**src/rtl/piso_pkg.sv**
```systemverilog
// Shared types and helpers for the parallel-in serial-out transmitter.
package piso_pkg;

  // Transmitter control states.
  typedef enum logic [0:0] {
    IDLE  = 1'b0,
    SHIFT = 1'b1
  } state_t;

  // Width of a counter able to hold the values 0..n.
  function automatic int cnt_width(input int n);
    return $clog2(n + 1);
  endfunction

endpackage

```
**src/rtl/piso_shift_register_if.sv**
```systemverilog
// Load and serial handshake bundle between the datapath, the transmitter and the serial consumer.
interface piso_shift_register_if #(
  parameter int n = 4
);
  logic         load;
  logic [n-1:0] I;
  logic         ready;
  logic         sout;
  logic         sout_valid;
  logic         sout_ready;
  logic         done;

  // Producer/consumer side: drives load, data and serial back-pressure.
  modport master (
    output load, I, sout_ready,
    input  ready, sout, sout_valid, done
  );

  // Transmitter side.
  modport slave (
    input  load, I, sout_ready,
    output ready, sout, sout_valid, done
  );
endinterface

```
**src/rtl/piso_shift_register_bit_down_counter.sv**
```systemverilog
// Loadable down-counter tracking the bits still to be sent; flags one and zero remaining.
module bit_down_counter #(
  parameter int W        = 3,
  parameter int LOAD_VAL = 4
) (
  input  logic clk,
  input  logic rst_n,
  input  logic load,
  input  logic dec,
  output logic last,
  output logic zero
);

  logic [W-1:0] cnt_r;

  // Count register: a load wins over a decrement; never wraps below zero.
  always_ff @(posedge clk or negedge rst_n) begin
    if (!rst_n) begin
      cnt_r <= '0;
    end else if (load) begin
      cnt_r <= W'(LOAD_VAL);
    end else if (dec && (cnt_r != '0)) begin
      cnt_r <= cnt_r - W'(1);
    end else begin
      cnt_r <= cnt_r;
    end
  end

  assign last = (cnt_r == W'(1));
  assign zero = (cnt_r == '0);

endmodule

```
**src/rtl/piso_shift_register.sv**
```systemverilog
// Parallel-in serial-out transmitter: captures a word on load, emits it one bit per
// accepted transfer, pulses done after the last bit, and allows gap-free back-to-back words.
module piso_shift_register
  import piso_pkg::*;
#(
  parameter int n         = 4,
  parameter int MSB_FIRST = 1
) (
  input logic                  clk,
  input logic                  rst_n,
  piso_shift_register_if.slave bus
);

  localparam int CW = cnt_width(n);

  state_t       state_r;
  state_t       next_state_s;
  logic [n-1:0] sr_r;
  logic [n-1:0] shifted_s;
  logic         done_r;
  logic         last_s;
  logic         zero_s;
  logic         ready_s;
  logic         accept_s;
  logic         xfer_s;
  logic         valid_s;

  assign valid_s  = (state_r == SHIFT);
  assign xfer_s   = valid_s && bus.sout_ready;
  // The final bit leaving this cycle frees the register for the next word.
  assign ready_s  = (state_r == IDLE) || (valid_s && last_s && bus.sout_ready);
  assign accept_s = bus.load && ready_s;

  bit_down_counter #(
    .W        (CW),
    .LOAD_VAL (n)
  ) u_cnt (
    .clk   (clk),
    .rst_n (rst_n),
    .load  (accept_s),
    .dec   (xfer_s),
    .last  (last_s),
    .zero  (zero_s)
  );

  // Next-state logic; a SHIFT with nothing left to send falls back to IDLE.
  always_comb begin
    next_state_s = state_r;
    case (state_r)
      IDLE: begin
        if (accept_s) begin
          next_state_s = SHIFT;
        end else begin
          next_state_s = IDLE;
        end
      end
      SHIFT: begin
        if (accept_s) begin
          next_state_s = SHIFT;
        end else if ((xfer_s && last_s) || zero_s) begin
          next_state_s = IDLE;
        end else begin
          next_state_s = SHIFT;
        end
      end
      default: next_state_s = IDLE;
    endcase
  end

  // State register.
  always_ff @(posedge clk or negedge rst_n) begin
    if (!rst_n) begin
      state_r <= IDLE;
    end else begin
      state_r <= next_state_s;
    end
  end

  // One-bit move toward the output end, zero filled.
  always_comb begin
    shifted_s = sr_r;
    if (MSB_FIRST != 0) begin
      shifted_s = sr_r << 1'b1;
    end else begin
      shifted_s = sr_r >> 1'b1;
    end
  end

  // Shift register: capture on accepted load, advance on transfer, hold on stall.
  always_ff @(posedge clk or negedge rst_n) begin
    if (!rst_n) begin
      sr_r <= '0;
    end else if (accept_s) begin
      sr_r <= bus.I;
    end else if (xfer_s) begin
      sr_r <= shifted_s;
    end else begin
      sr_r <= sr_r;
    end
  end

  // Done pulse in the cycle after the last bit is accepted.
  always_ff @(posedge clk or negedge rst_n) begin
    if (!rst_n) begin
      done_r <= 1'b0;
    end else begin
      done_r <= xfer_s && last_s;
    end
  end

  assign bus.ready      = ready_s;
  assign bus.sout_valid = valid_s;
  assign bus.sout       = (MSB_FIRST != 0) ? sr_r[n-1] : sr_r[0];
  assign bus.done       = done_r;

endmodule

```
**src/flat_wrapper.sv**
```systemverilog
// flat-port wrapper written by rule: the top's interface ports become plain ports
module piso_shift_register_flat import piso_pkg::*;
#(
  parameter int n         = 4,
  parameter int MSB_FIRST = 1
)
  (clk, rst_n, bus_load, bus_I, bus_sout_ready, bus_ready, bus_sout, bus_sout_valid, bus_done);
  piso_shift_register_if #(.n(n)) bus_i ();
  input logic clk;
  input logic rst_n;
  input wire logic [$bits(bus_i.load)-1:0] bus_load;
  input wire logic [$bits(bus_i.I)-1:0] bus_I;
  input wire logic [$bits(bus_i.sout_ready)-1:0] bus_sout_ready;
  output wire logic [$bits(bus_i.ready)-1:0] bus_ready;
  output wire logic [$bits(bus_i.sout)-1:0] bus_sout;
  output wire logic [$bits(bus_i.sout_valid)-1:0] bus_sout_valid;
  output wire logic [$bits(bus_i.done)-1:0] bus_done;
  assign bus_i.load = bus_load;
  assign bus_i.I = bus_I;
  assign bus_i.sout_ready = bus_sout_ready;
  assign bus_ready = bus_i.ready;
  assign bus_sout = bus_i.sout;
  assign bus_sout_valid = bus_i.sout_valid;
  assign bus_done = bus_i.done;
  piso_shift_register #(.n(n), .MSB_FIRST(MSB_FIRST)) u_core (.clk(clk), .rst_n(rst_n), .bus(bus_i));
endmodule
```
**config.mk**
```make
export PLATFORM = sky130hd
export DESIGN_NAME = piso_shift_register_flat
export DESIGN_NICKNAME = d
export VERILOG_FILES = /design/src/rtl/piso_pkg.sv /design/src/rtl/piso_shift_register_if.sv /design/src/rtl/piso_shift_register_bit_down_counter.sv /design/src/rtl/piso_shift_register.sv /design/src/flat_wrapper.sv
export SDC_FILE = /design/constraint.sdc
export NUM_CORES = 1
export LEC_CHECK = 0
export BUFFER_PORTS_ARGS = -buffer_cell sky130_fd_sc_hd__buf_4
export CAP_MARGIN = 40
export CORE_AREA = 2 2 39 41
export DETAILED_ROUTE_END_ITERATION = 10
export DIE_AREA = 0 0 41 43
export PLACE_DENSITY = 0.65
export SYNTH_ARGS = -nofsm -noshare
export SYNTH_HDL_FRONTEND = slang
export SYNTH_HIERARCHICAL = 1
export SYNTH_SLANG_ARGS = --single-unit
```
**constraint.sdc**
```tcl
create_clock -name clk -period 1.9 [get_ports clk]
set_input_delay 0.38 -clock clk [delete_from_list [all_inputs] [get_ports clk]]
set_output_delay 0.38 -clock clk [all_outputs]
set_load 0.02 [all_outputs]
```
==> results.py <==
metrics = {
    "power_and_ir_drop": {
        "p_total_mw": 1.02,
        "irDropWorstVdd_mv": 0.721,
        "p_leak_nw": 0.363,
        "powerDensity_nw_per_um2": 1530,
    },
    "clock_tree": {
        "clock_latency_ns": 0.26,
        "numCtsBuffers": 3,
        "cts-htree-levels": 1,
        "clk_pin_slew_ns": 0.06,
        "cts_num_sinks": 9,
        "cts_buffer_depth": 2,
        "ctsRootBufferMaster": "clkbuf_4",
        "cts_tree": "done",
    },
    "routing": {
        "dr.pass1.iters": 4,
        "drtIter0Drc": 4,
        "drcViolationCount": 0,
        "num_vias": 359,
        "vias_per_cell": 4.72,
        "route.detailed.wl_per_inst_um": 11.7,
        "wl_um": 891,
        "ant_nets": 0,
    },
    "global_route": {
        "grt_usage": 0.128,
        "grt-ovfl-total": 0,
        "grt_pass1_wl_um": 1460,
        "grt_max_degree": 10,
        "antenna_found_initial": 0,
        "grt_pass1_vias": 352,
    },
    "placement": {
        "dp_hpwl_um": 650,
        "gp_congestion": 0.716,
        "place_area_um2": 617,
        "place_ws_ns": 0.270,
        "io_buffers": 11,
    },
    "yosys": {
        "syn_nets": 53,
        "avgSynthCellArea_um2": 12.2,
        "ys_seq_area_frac": 0.438,
        "syn_area_um2": 514,
        "synthCells": 42,
        "yosysWarnings": 6,
        "synth_cell_types": 18,
        "ys_seq_elements": 9,
    },
    "die": {
        "io_pins": 12,
        "num_rows": 14,
        "initial_utilization": 0.372,
        "dieHeight_um": 43,
        "dieArea_um2": 1760,
        "core_um2": 1380,
        "die_w_um": 41,
    },
    "timing": {
        "post-route-period-util": 0.962,
        "finalSetupTns_ns": 0,
        "rsz0062_at_grt": "false",
        "finalHoldViolCount": 0,
        "skew_ns": 0.00336,
        "worst_pin_slew_ns": 0.176,
        "timing.fmax_mhz": 547,
        "period_needed_ns": 1.83,
        "finalSetupViolCount": 0,
        "slew_viol_final": 0,
        "max_slew_margin": 0.883,
        "fin_ws_ns": 0.0722,
    },
    "critical_path": {
        "endpoint_kind": "primary output",
        "cp_max_fo": 3,
        "required_ns": 1.52,
        "cp_num_buf_inv": 1,
        "worst-setup-path-type": "flip-flop to primary output",
        "worstPathArrival_ns": 1.45,
        "start_kind": "flip-flop",
        "slowest_stage": "dfrtp_1",
        "slowest_delay_ns": 0.40,
        "crit_family": "flip-flops",
        "cp_cell_sequence": "ha_1 -> and2b_2 -> a21bo_2 -> buf_4",
    },
    "cells_and_area": {
        "nFillCells": 136,
        "multiInputGateArea_um2": 270,
        "final_cell_area_um2": 668,
        "drive_gt1_frac": 0.517,
        "finalNetCount": 72,
        "final_core_util": 0.483,
        "area_growth_pct": 29.9,
        "mostFrequentLayoutCells": "buf_4 (13), dfrtp_1 (9), mux2_4 (5)",
        "final_common_cell": "buf_4",
        "seq_area_um2": 225,
        "diodes": 0,
    },
    "min_path": {
        "hold_class": "input pin to flip-flop",
    },
    "status": {
        "run_status": "completed",
    },
    "flow_run": {
        "maxCapViolCount": 0,
    },
}
## cell type report
| class | instances | area share |
|---|---|---|
| inverters | 5 | 0.0281 |
| clock buffers | 4 | 0.0393 |
| well taps | 16 | 0.0300 |
| multi-input cells | 28 | 0.404 |
| repair buffers | 14 | 0.161 |
| flip-flops and latches | 9 | 0.337 |
## per-stage QoR
| stage | instances | hold WS (ns) |
|---|---|---|
| after floorplan | 42 | 0.0844 |
| after global placement | 69 | 0.210 |
| after detailed placement | 69 | 0.211 |
| after CTS | 74 | 0.343 |
| after global routing | 76 | 0.342 |
| final | 76 | 0.351 |
## kinds of logic (layout without fill, tap and decap cells)
kind of cell | count (synthesis) | in the layout | synth area share
buf+inv | 5 | 23 | 0.0365
compound gates | 3 | 3 | 0.0487
flops | 9 | 9 | 0.438
fa+ha+maj | 3 | 3 | 0.0730
simple gates | 13 | 13 | 0.173
mux | 9 | 9 | 0.231
## path summary, 6_finish.rpt
| check | from | endpoint | slack (ns) | cells past startpoint |
|---|---|---|---|---|
| max in group asynchronous | rst_n | u_core/u_cnt/cnt_r[0]$_DFFE_PN0P_ | 1.29 | 2 |
| worst min register to register | u_core/sr_r[0]$_DFFE_PN0P_ | u_core/sr_r[0]$_DFFE_PN0P_ | 0.54 | 2 |
| worst max-delay path | u_core/u_cnt/cnt_r[0]$_DFFE_PN0P_ | bus_ready | 0.07 | 4 |
| worst max register to register | u_core/u_cnt/cnt_r[0]$_DFFE_PN0P_ | u_core/u_cnt/cnt_r[2]$_DFFE_PN0P_ | 0.27 | 6 |
| min in group asynchronous | rst_n | u_core/u_cnt/cnt_r[1]$_DFFE_PN0P_ | 0.48 | 2 |
| worst min-delay path | bus_I[1] | u_core/sr_r[1]$_DFFE_PN0P_ | 0.35 | 2 |
## layer usage
| layer | up-vias | wire length [um] | global-route usage |
|---|---|---|---|
| li1 | 174 | - | - |
| met1 | 173 | 425 | 0.156 |
| met2 | 12 | 405 | 0.181 |
| met5 | - | 0 | 0 |
| met3 | 0 | 60 | 0.0314 |
| met4 | 0 | 0 | 0.100 |
## report_power, final
group / switching, mW / total [mW] / internal (mW)
combinational: 0.232 / 0.542 / 0.310
sequential: 0.0572 / 0.334 / 0.277
clock: 0.0662 / 0.147 / 0.0809
## synth_stat cells, drive strengths merged
cell   number  area, um^2
dfrtp       9         225
nor2        4        15.0
nand2       4        25.0
a21bo       1        10.0
and2b       1        8.76
mux2        8         109
a211o       1        10.0
and3        1        7.51
ha          3        37.5
inv         5        18.8
mux2i       1        10.0
o21ai       1        5.00
nor3        1        5.00
nor2b       2        27.5
## sequential cells by signal, indices dropped and copies added (netlist names)
name	flops
u_core/sr_r	4
u_core/bus.done	1
u_core/bus.sout_valid	1
u_core/u_cnt/cnt_r	3
## repair_timing
| action | CTS | global route |
|---|---|---|
| endpoints found under the hold margin | 9 | 0 |
| resized for setup | 0 | 1 |
| setup endpoints to repair | 0 | 1 |
| hold buffers | 1 | 0 |
| buffers inserted | 0 | 2 |
Note: power is estimated with default switching activity, not from simulation.
